===== config.mk =====
export PLATFORM = sky130hd
export DESIGN_NAME = clk_gate_ctrl
export DESIGN_NICKNAME = d
export VERILOG_FILES = /design/src/rtl/clk_gate_pkg.sv /design/src/rtl/sat_counter.sv /design/src/rtl/clk_gate_ctrl.sv
export SDC_FILE = /design/constraint.sdc
export NUM_CORES = 1
export LEC_CHECK = 0
export ABC_AREA = 0
export BUFFER_PORTS_ARGS = -buffer_cell sky130_fd_sc_hd__buf_2
export CELL_PAD_IN_SITES_DETAIL_PLACEMENT = 0
export CELL_PAD_IN_SITES_GLOBAL_PLACEMENT = 1
export CORE_MARGIN = 2
export CORE_UTILIZATION = 47
export DETAILED_ROUTE_END_ITERATION = 6
export HOLD_SLACK_MARGIN = 0.08
export PLACE_DENSITY = 0.89
export SLEW_MARGIN = 25
export SYNTH_ARGS = -nofsm -noshare
export SYNTH_HDL_FRONTEND = slang
export SYNTH_SLANG_ARGS = --single-unit

===== constraint.sdc =====
create_clock -name CLK -period 2.92 [get_ports CLK]
set_input_delay 0.292 -clock CLK [delete_from_list [all_inputs] [get_ports CLK]]
set_output_delay 0.292 -clock CLK [all_outputs]
set_load 0.1 [all_outputs]

===== src/rtl/clk_gate_pkg.sv =====
// Shared types and widths for the clock-gate enable controller.
package clk_gate_pkg;

  typedef enum logic [1:0] {
    StGated  = 2'd0,
    StWake   = 2'd1,
    StActive = 2'd2,
    StHold   = 2'd3
  } state_e;

  // Wake counter covers WAKE_CYC 1..15, idle counter covers IDLE_CYC 1..255.
  localparam int unsigned WakeCntW = 4;
  localparam int unsigned IdleCntW = 8;
  localparam int unsigned GateCntW = 16;

endpackage


===== src/rtl/sat_counter.sv =====
// Saturating event counter; holds at all-ones once full.
module sat_counter
  import clk_gate_pkg::*;
(
  input  logic                CLK,
  input  logic                RST,
  input  logic                INC,
  output logic [GateCntW-1:0] CNT
);

  logic [GateCntW-1:0] cnt_q, cnt_d;

  always_comb begin
    cnt_d = cnt_q;
    if (INC && (cnt_q != {GateCntW{1'b1}})) begin
      cnt_d = cnt_q + 1'b1;
    end
  end

  always_ff @(posedge CLK or posedge RST) begin
    if (RST) begin
      cnt_q <= '0;
    end else begin
      cnt_q <= cnt_d;
    end
  end

  assign CNT = cnt_q;

endmodule


===== src/rtl/clk_gate_ctrl.sv =====
// Request-driven clock-enable controller: wake delay, idle hold-off, override and gate counting.
module clk_gate_ctrl
  import clk_gate_pkg::*;
#(
  parameter int unsigned WAKE_CYC = 2,
  parameter int unsigned IDLE_CYC = 8
) (
  input  logic                CLK,
  input  logic                RST,
  input  logic                REQ,
  input  logic                FORCE_ON,
  output logic                CLK_EN,
  output logic                RDY,
  output logic [GateCntW-1:0] GATE_CNT
);

  localparam logic [WakeCntW-1:0] WakeLoad = WakeCntW'(WAKE_CYC - 1);
  localparam logic [IdleCntW-1:0] IdleLoad = IdleCntW'(IDLE_CYC - 1);

  state_e              state_q, state_d;
  logic [WakeCntW-1:0] wake_cnt_q, wake_cnt_d;
  logic [IdleCntW-1:0] idle_cnt_q, idle_cnt_d;
  logic                clk_en_q, clk_en_d;
  logic                rdy_q, rdy_d;
  logic                gate_inc;

  always_comb begin
    state_d    = state_q;
    wake_cnt_d = wake_cnt_q;
    idle_cnt_d = idle_cnt_q;
    unique case (state_q)
      StGated: begin
        if (REQ) begin
          state_d    = StWake;
          wake_cnt_d = WakeLoad;
        end
      end
      // A wake always runs to completion regardless of REQ.
      StWake: begin
        if (wake_cnt_q == '0) begin
          state_d = StActive;
        end else begin
          wake_cnt_d = wake_cnt_q - 1'b1;
        end
      end
      StActive: begin
        if (!REQ) begin
          state_d    = StHold;
          idle_cnt_d = IdleLoad;
        end
      end
      // REQ is checked first so a late request beats expiry of the hold-off.
      StHold: begin
        if (REQ) begin
          state_d    = StActive;
          idle_cnt_d = '0;
        end else if (idle_cnt_q == '0) begin
          state_d = StGated;
        end else begin
          idle_cnt_d = idle_cnt_q - 1'b1;
        end
      end
      default: state_d = StGated;
    endcase
  end

  // Outputs are registered from next state so every output is a flop.
  always_comb begin
    clk_en_d = (state_d != StGated) || FORCE_ON;
    rdy_d    = (state_d == StActive) || (state_d == StHold);
    gate_inc = (state_q == StHold) && (state_d == StGated);
  end

  always_ff @(posedge CLK or posedge RST) begin
    if (RST) begin
      state_q    <= StGated;
      wake_cnt_q <= '0;
      idle_cnt_q <= '0;
      clk_en_q   <= 1'b0;
      rdy_q      <= 1'b0;
    end else begin
      state_q    <= state_d;
      wake_cnt_q <= wake_cnt_d;
      idle_cnt_q <= idle_cnt_d;
      clk_en_q   <= clk_en_d;
      rdy_q      <= rdy_d;
    end
  end

  sat_counter u_gate_cnt (
    .CLK (CLK),
    .RST (RST),
    .INC (gate_inc),
    .CNT (GATE_CNT)
  );

  assign CLK_EN = clk_en_q;
  assign RDY    = rdy_q;

endmodule


==> results.md, run 1 <==
- The flow ran to the end, and the final reports show no timing, DRC or antenna violations.
- The core region is 3340 µm².
- Of the cells placed in the final design, the portion with a size suffix greater than 1 is 0.183.
- Counting flops with a built-in enable in the synthesized netlist gives 0.
- The final net count is 200.
- Walking the worst path, the cells encountered are nor2b_1, and4_4, o31a_2, nand4_1, xnor2_1.
- The number of iterations in the first detailed-routing pass is 5.
- The area of the die is 3980 µm².
- The worst setup path is captured at a flop.
- From synthesis to final layout, the design area changed by 12.6%.
- The via count of the first global-routing pass came to 1,317.
- VDD sags by at most 0.499 mV.
- The initial antenna violation count is 0.
- The maximum clock frequency is 481 MHz.
- The relative slew slack is 0.607.
- The data arrival time of the worst path is 2.29 ns.
- The shortest period the worst path allows is 2.08 ns.
- TritonCTS built the clock tree.
- The first global-routing pass estimated 6050 µm of wire.
- The total inserted antenna cells is 0.
- The initial utilization of the core area, before any placement, comes to 0.492.
- Post-CTS repair changed the size of 0 cells.
- In this run the worst path has a maximum fanout of 15.
- The final route contains 1,326 vias.
- CTS placed an instance of sky130_fd_sc_hd__clkbuf_4 at the clock tree root.
- At the pin with the least slew margin, the transition time is 0.585 ns.
- The final design instance area without fill is 1850 µm².
- Clock tree synthesis inserted a total of 5 buffers.
- The clock tree skew after final layout is 0.00536 ns.
- The global-route usage over all layers is 0.192.
- For the worst setup path, the data required time is 3.13 ns.
- The critical path start-end classification is flop to flop.
- Setup repair after global routing left no endpoint under its margin.
- Setup violations remaining at the end of the flow were counted as 0.
- The final hold violation count is 0.
- The maximum root-to-sink buffer count is 2.
- Of the post-synthesis cell area, the dominant cell type holds 0.473.
- The count of pins on the block boundary is 22.
- The power density normalized to cell area is 844 nW/µm².
- The number of buffers inserted to repair setup after CTS is 0.
- On the critical path, the stage with the largest delay is an instance of sky130_fd_sc_hd__dfrtp_1.
- After detailed routing, the average wire length per cell comes to 14.0 µm.
- The clock slew seen by the registers of the worst setup and hold paths is 0.10 ns.
- Counting flops and latches in the post-synthesis netlist gives 31.
- The final layout contains routed wiring with a total length of 3310 µm.
- The per-instance average area after synthesis is 9.82 µm².
- The die outline width is 63.1 µm.
- The cell type with the highest aggregate area in the netlist is sky130_fd_sc_hd__dfrtp_1.
- The number of maximum-capacitance violations is 0.
- The floorplan has 21 rows.
- The number of nets with antenna violations after routing is 0.
- The global route total overflow is 0.
- The cell family with the largest share of critical-path delay is simple AND/OR/NAND/NOR gates.
- The sort of element at the start of the critical path is a flop.
- The final weighted congestion in routability-driven placement is 0.863.
- The pin count of the biggest net entering global routing is 32.
- The area of placed instances is 1780 µm².
- Final hold analysis gives a worst-case slack of 0.173 ns.
- The quantity of I/O buffers inserted on ports is 21.
- The cell count after synthesis is 167.
- The path type of the worst min-delay path is primary input to flop.
- In the post-synthesis netlist, the biggest area contributors are sky130_fd_sc_hd__dfrtp_1 (47%), sky130_fd_sc_hd__xnor2_1 (6.4%), sky130_fd_sc_hd__nand2_1 (4.6%), sky130_fd_sc_hd__ha_1 (3.8%), sky130_fd_sc_hd__nand3_1 (3.1%).
- The half-perimeter wire length after detailed placement is 2380 µm.
- The ratio of final minimum period to clock period is 0.712.
- After synthesis, the netlist uses 42 different library cells.
- The count of buffering cells on the critical path with inverters included is 0.
- The clock latency on the worst-skew pair is 0.33 ns.
- The number of pins exceeding their max-slew limit in the final report is 0.
- At the end of the flow the core is filled with cells to 0.553.
- The highest cell delay on the worst timing path is 0.59 ns.
- Total power for the finished layout comes to 1.56 mW.
- The number of nets in the synthesized netlist is 176.
- The number of sinks handled by clock tree synthesis is 31.
- The warning count from the yosys run is 0.
- The clock tree synthesis step divided the H-tree into 2 levels.
- The detailed router finished its first iteration with 44 violations.
- For this run, the leading register cell type out of synthesis is sky130_fd_sc_hd__dfrtp_1.
- Summed over all failing endpoints, the final setup total negative slack is 0 ns.
- Of all flip-flops after synthesis, the portion carrying an async set or reset was 1.00.
- From bottom edge to top edge, the die measures 63.1 µm.
- Dividing the detail-routed via count by the number of cells gives 5.59.
- The setup slack of the most critical reg-to-reg path is 0.84 ns.
- For this run, the register share of the synthesized area comes to 0.473.
- Summing every instance area after synthesis gives 1640 µm².
- The number of DRC violations after detailed routing is 0.
- For this design the static power due to leakage is 0.892 nW.
==> cells in the final DEF, fill, tap and decap left out, types with 7 or more instances in the layout <==
| master | instances |
|---|---|
| sky130_fd_sc_hd__nand3_1 | 10 |
| sky130_fd_sc_hd__buf_2 | 21 |
| sky130_fd_sc_hd__a21oi_1 | 7 |
| sky130_fd_sc_hd__inv_1 | 8 |
| sky130_fd_sc_hd__xnor2_1 | 12 |
| sky130_fd_sc_hd__nor2_1 | 11 |
| sky130_fd_sc_hd__dfrtp_1 | 31 |
| sky130_fd_sc_hd__nand2_1 | 20 |
==> path summary, 6_finish.rpt <==
kind	from	cells after the start	endpoint
worst max-delay path	state_q[0]	5	u_gate_cnt.CNT[4]
worst min-delay path	FORCE_ON	2	CLK_EN
worst min register to register	u_gate_cnt.CNT[13]	1	u_gate_cnt.CNT[13]
max in group asynchronous	RST	4	idle_cnt_q[6]
worst max register to register	state_q[0]	5	u_gate_cnt.CNT[4]
min in group asynchronous	RST	4	state_q[0]
==> state kept, by name, summed over array words and instances, names as in the netlist <==
| signal | flops |
|---|---|
| CLK_EN | 1 |
| RDY | 1 |
| idle_cnt_q | 8 |
| state_q | 1 |
| u_gate_cnt.CNT | 16 |
| wake_cnt_q | 4 |
==> layer usage <==
metal,vias to the layer above,part of all wire,track usage
met1,637,0.46,0.251
met3,4,0.042,0.0375
li1,649,-,-
met4,0,0.011,0.0778
met2,36,0.49,0.314
met5,-,0,0
==> power breakdown <==
part | internal [mW] | leakage, nW | switching (mW)
logic | 0.219 | 0.452 | 0.416
clock network | 0.111 | 0.0341 | 0.144
registers | 0.527 | 0.406 | 0.141
total | 0.858 | 0.892 | 0.701
==> final cells by class <==
type                       instances  area [µm²]
multi-input combinational        122         805
inverter                           8        30.0
tap                               46        57.6
fill                             302        1490
clock buffer                       6        51.3
clock inverter                     1        5.00
sequential                        31         776
timing repair buffer              23         123
==> cells in the mapped netlist (2+ instances only) <==
master / instances
sky130_fd_sc_hd__a211oi_1: 2
sky130_fd_sc_hd__a21oi_1: 7
sky130_fd_sc_hd__and3_1: 5
sky130_fd_sc_hd__and4_1: 2
sky130_fd_sc_hd__clkbuf_1: 5
sky130_fd_sc_hd__dfrtp_1: 31
sky130_fd_sc_hd__ha_1: 5
sky130_fd_sc_hd__inv_1: 8
sky130_fd_sc_hd__nand2_1: 20
sky130_fd_sc_hd__nand2b_1: 3
sky130_fd_sc_hd__nand3_1: 10
sky130_fd_sc_hd__nand4_1: 4
sky130_fd_sc_hd__nor2_1: 11
sky130_fd_sc_hd__nor2b_1: 3
sky130_fd_sc_hd__nor3_1: 5
sky130_fd_sc_hd__o211ai_1: 2
sky130_fd_sc_hd__o21ai_0: 3
sky130_fd_sc_hd__o31ai_1: 2
sky130_fd_sc_hd__or3_1: 2
sky130_fd_sc_hd__xnor2_1: 12
sky130_fd_sc_hd__xor2_1: 4
==> metrics by stage <==
stage / worst slack [ns] / std cells
global route: 0.654 / 237
detailed placement: 0.878 / 229
floorplan: 0.628 / 167
CTS: 0.850 / 237
finish: 0.842 / 237
global placement: 0.953 / 229
==> what timing repair did <==
action / 4_1_cts / 5_1_grt
hold buffers: 1 / 0
endpoints found under the setup margin: 0 / 0
hold endpoints to repair: 31 / 0
==> cells by family after synthesis <==
| kind of cell | Yosys count | synth area share |
|---|---|---|
| and+or+nand+nor | 75 | 0.251 |
| DFF | 31 | 0.473 |
| AOI/OAI and AO/OA | 24 | 0.103 |
| xor gates and xnor gates | 16 | 0.0854 |
| buffers and inverters | 14 | 0.0366 |
| adders and majority gates | 5 | 0.0381 |
| muxes | 2 | 0.0130 |
Note: power is estimated with default switching activity, not from simulation.
==> run 2, diff against run 1 <==
Settings changed: CORE_UTILIZATION 47 to 44, PLACE_DENSITY 0.89 to 0.85.
Clock period 2.92 ns to 2.1 ns, I/O delays scaled along.
==> results.md, run 2 (synthesized netlist as in run 1, its figures left out) <==
- The run finished with clean final reports.
- The die outline width is 65.1 µm (+3.1%).
- The maximum level of the CTS H-tree is 2 (unchanged).
- The flip-flop count of the largest register after layout is 16 (unchanged).
- The half-perimeter wire length after detailed placement is 2290 µm (-3.5%).
- The final hold violation count is 0 (unchanged).
- The number of iterations in the first detailed-routing pass is 4 (-1).
- The fill cell total of the finished layout is 343 (+14%).
- The final critical-path setup slack came to 0.166 ns (-0.677 ns).
- The number of nets with antenna violations after routing came to 0 (unchanged).
- The global route total overflow was 0 (unchanged).
- The via count of the routed design is 1,286 (-3.0%).
- The placeable core region is 3630 µm² (+8.9%).
- The area of placed instances came to 1820 µm² (+2.0%).
- The power density normalized to cell area is 1190 nW/µm² (+41%).
- The pin slew with the least headroom to its limit is 0.571 ns (-0.0139 ns).
- The average routed wire per standard cell is 13.1 µm (-6.3%).
- The count of pins on the block boundary is 22 (unchanged).
- The vertical extent of the die was 65.1 µm (+3.1%).
- The count of placed standard cells in the final layout, fillers left out is 242 (+2.1%).
- The clock tree skew after final layout was 0.00577 ns (+0.000406 ns).
- The reg-to-reg startpoint is idle_cnt_q[0].
- The utilization of the core after routing is 0.526 (-0.0273).
- The final net count is 202 (+1.0%).
- The leakage power total is 0.890 nW (-0.15%).
- The number of sinks handled by clock tree synthesis came to 31 (unchanged).
- The via count of the first global-routing pass is 1,211 (-8.0%).
- The largest voltage drop on the vdd net is 0.556 mV (+11%).
- The shortest period the worst path allows is 1.93 ns (-0.143 ns).
- The clock latency on the worst-skew pair was 0.28 ns (-0.05 ns).
- The share of final-layout standard cells stronger than drive strength 1 is 0.263 (+0.0796).
- The maximum root-to-sink buffer count is 2 (unchanged).
- STA classifies the critical path endpoint as a flop.
- The total inserted antenna cells came to 0 (unchanged).
- Relative to the synthesized area, the layout overhead comes to 16.6%.
- The tightest min-delay check is of the primary input to flop type.
- The hold path startpoint is FORCE_ON.
- The area of the die was 4230 µm² (+6.4%).
- The data arrival time of the worst path is 2.09 ns (-0.20 ns).
- The worst setup timing slack at the placement stage is 0.0900 ns (-0.788 ns).
- Clock tree synthesis selected as its root buffer the cell sky130_fd_sc_hd__clkbuf_8.
- The wire length on met1 is 1490 µm (-2.0%).
- The number of failing setup endpoints in the final timing report is 0 (unchanged).
- The average via count per standard cell is 5.31 (-5.0%).
- The critical path start-end classification is flop to flop.
- The most common cell after layout, fill and taps aside is sky130_fd_sc_hd__buf_2.
- The relative slew slack is 0.616 (+0.00931).
- The maximum clock frequency is 517 MHz (+7.4%).
- The cell count after placement was 233 (+1.7%).
- The quantity of I/O buffers inserted on ports is 21 (unchanged).
- The ratio of final minimum period to clock period is 0.921 (+0.210).
- The routed wire length is 3170 µm (-4.3%).
- The clock slew seen by the registers of the worst setup and hold paths came to 0.06 ns (-0.04 ns).
- The clock tree from TritonCTS is built.
- The final design instance area without fill is 1910 µm² (+3.5%).
- Setup repair after global routing left no endpoint under its margin.
- The initial antenna violation count is 0 (unchanged).
- The number of design-rule violations left by the first detailed-router iteration is 129 (+190%).
- The final weighted congestion in routability-driven placement is 0.819 (-5.1%).
- The wire length of the first global-routing pass is 5380 µm (-11%).
- The number of buffers inserted to repair setup after CTS is 0 (unchanged).
- The required time at the endpoint of the critical path was 2.26 ns (-0.87 ns).
- The detailed-routed wire length on met2 is 1500 µm (-7.4%).
- The starting density of the core is 0.451 (-0.0401).
- The number of maximum-capacitance violations came to 0 (unchanged).
- The pin count of the biggest net entering global routing came to 32 (unchanged).
- In the layout the commonest cells are sky130_fd_sc_hd__buf_2 (21), sky130_fd_sc_hd__nand2_1 (20), sky130_fd_sc_hd__dfrtp_1 (17).
- The startpoint of the most critical setup path is idle_cnt_q[0].
- The highest net fanout along the worst path was 3 (-12).
- The sort of element at the start of the critical path is a flop.
- The uppermost signal routing layer after detailed routing is met4.
- The number of DRC violations after detailed routing is 0 (unchanged).
- The final setup TNS is 0 ns (unchanged).
- The cell row count came to 22 (+4.8%).
- The detailed-routed wire length on met3 came to 115 µm (-17%).
- The number of buffers created by CTS is 5 (unchanged).
- The number of pins exceeding their max-slew limit in the final report is 0 (unchanged).
- The global-route usage over all layers is 0.167 (-0.0255).
-- run 2: cell types whose count changed in the layout (fill, tap and decap cells not counted), sizes merged --
cell    previous run  this run
buf               22        24
clkbuf             6         7
-- run 2: timing repair --
action / 4_1_cts / 5_1_grt
hold buffers: 1 / 0
endpoints found under the setup margin: 0 / 14
hold endpoints to repair: 31 / 0
gates resized for setup: 0 / 1
-- run 2: area by class of cell --
cell class | count | area (µm²) | share of cell area
multi-input cells | 122 | 810 | 0.423
inverters | 8 | 30.0 | 0.0157
well taps | 48 | 60.1 | 0.0314
flip-flops and latches | 31 | 793 | 0.415
clock inverters | 1 | 5.00 | 0.00262
clock buffers | 7 | 76.3 | 0.0399
repair buffers | 25 | 138 | 0.0720
-- run 2: power breakdown --
| group | internal (mW) | switching, mW | leakage, nW | total (mW) |
|---|---|---|---|---|
| Clock | 0.232 | 0.213 | 0.0422 | 0.445 |
| Combinational | 0.326 | 0.580 | 0.464 | 0.906 |
| Sequential | 0.741 | 0.187 | 0.384 | 0.928 |
-- run 2: path summary, 6_finish.rpt --
| path | cells past startpoint | end | slack, ns |
|---|---|---|---|
| setup / recovery | 5 | idle_cnt_q[6] | 0.17 |
| hold / removal | 2 | CLK_EN | 0.12 |
| setup reg to reg | 5 | idle_cnt_q[6] | 0.17 |
| hold reg to reg | 1 | u_gate_cnt.CNT[8] | 0.48 |
| max in group asynchronous | 4 | u_gate_cnt.CNT[3] | 1.25 |
| min in group asynchronous | 4 | u_gate_cnt.CNT[12] | 0.54 |
-- run 2: metal layers --
| metal | track usage | vias up |
|---|---|---|
| met5 | 0 | - |
| met4 | 0.0859 | 0 |
| met3 | 0.0365 | 8 |
| met2 | 0.281 | 22 |
| met1 | 0.199 | 611 |
| li1 | - | 645 |
-- run 2: worst max-delay path: stages (launching register included) --
cell                      delay [ns]
sky130_fd_sc_hd__dfrtp_1        0.37
sky130_fd_sc_hd__inv_1          0.09
sky130_fd_sc_hd__ha_1           0.22
sky130_fd_sc_hd__and4b_4        0.20
sky130_fd_sc_hd__or4b_1         0.54
sky130_fd_sc_hd__a311o_1        0.38
-- run 2: per-stage QoR --
step / hold slack (ns) / total power [mW]
finish: 0.116 / 2.28
global route: 0.132 / 2.45
CTS: 0.116 / 2.29
detailed placement: 0.317 / 1.83
global placement: 0.306 / 1.81
floorplan: 0.313 / 1.64
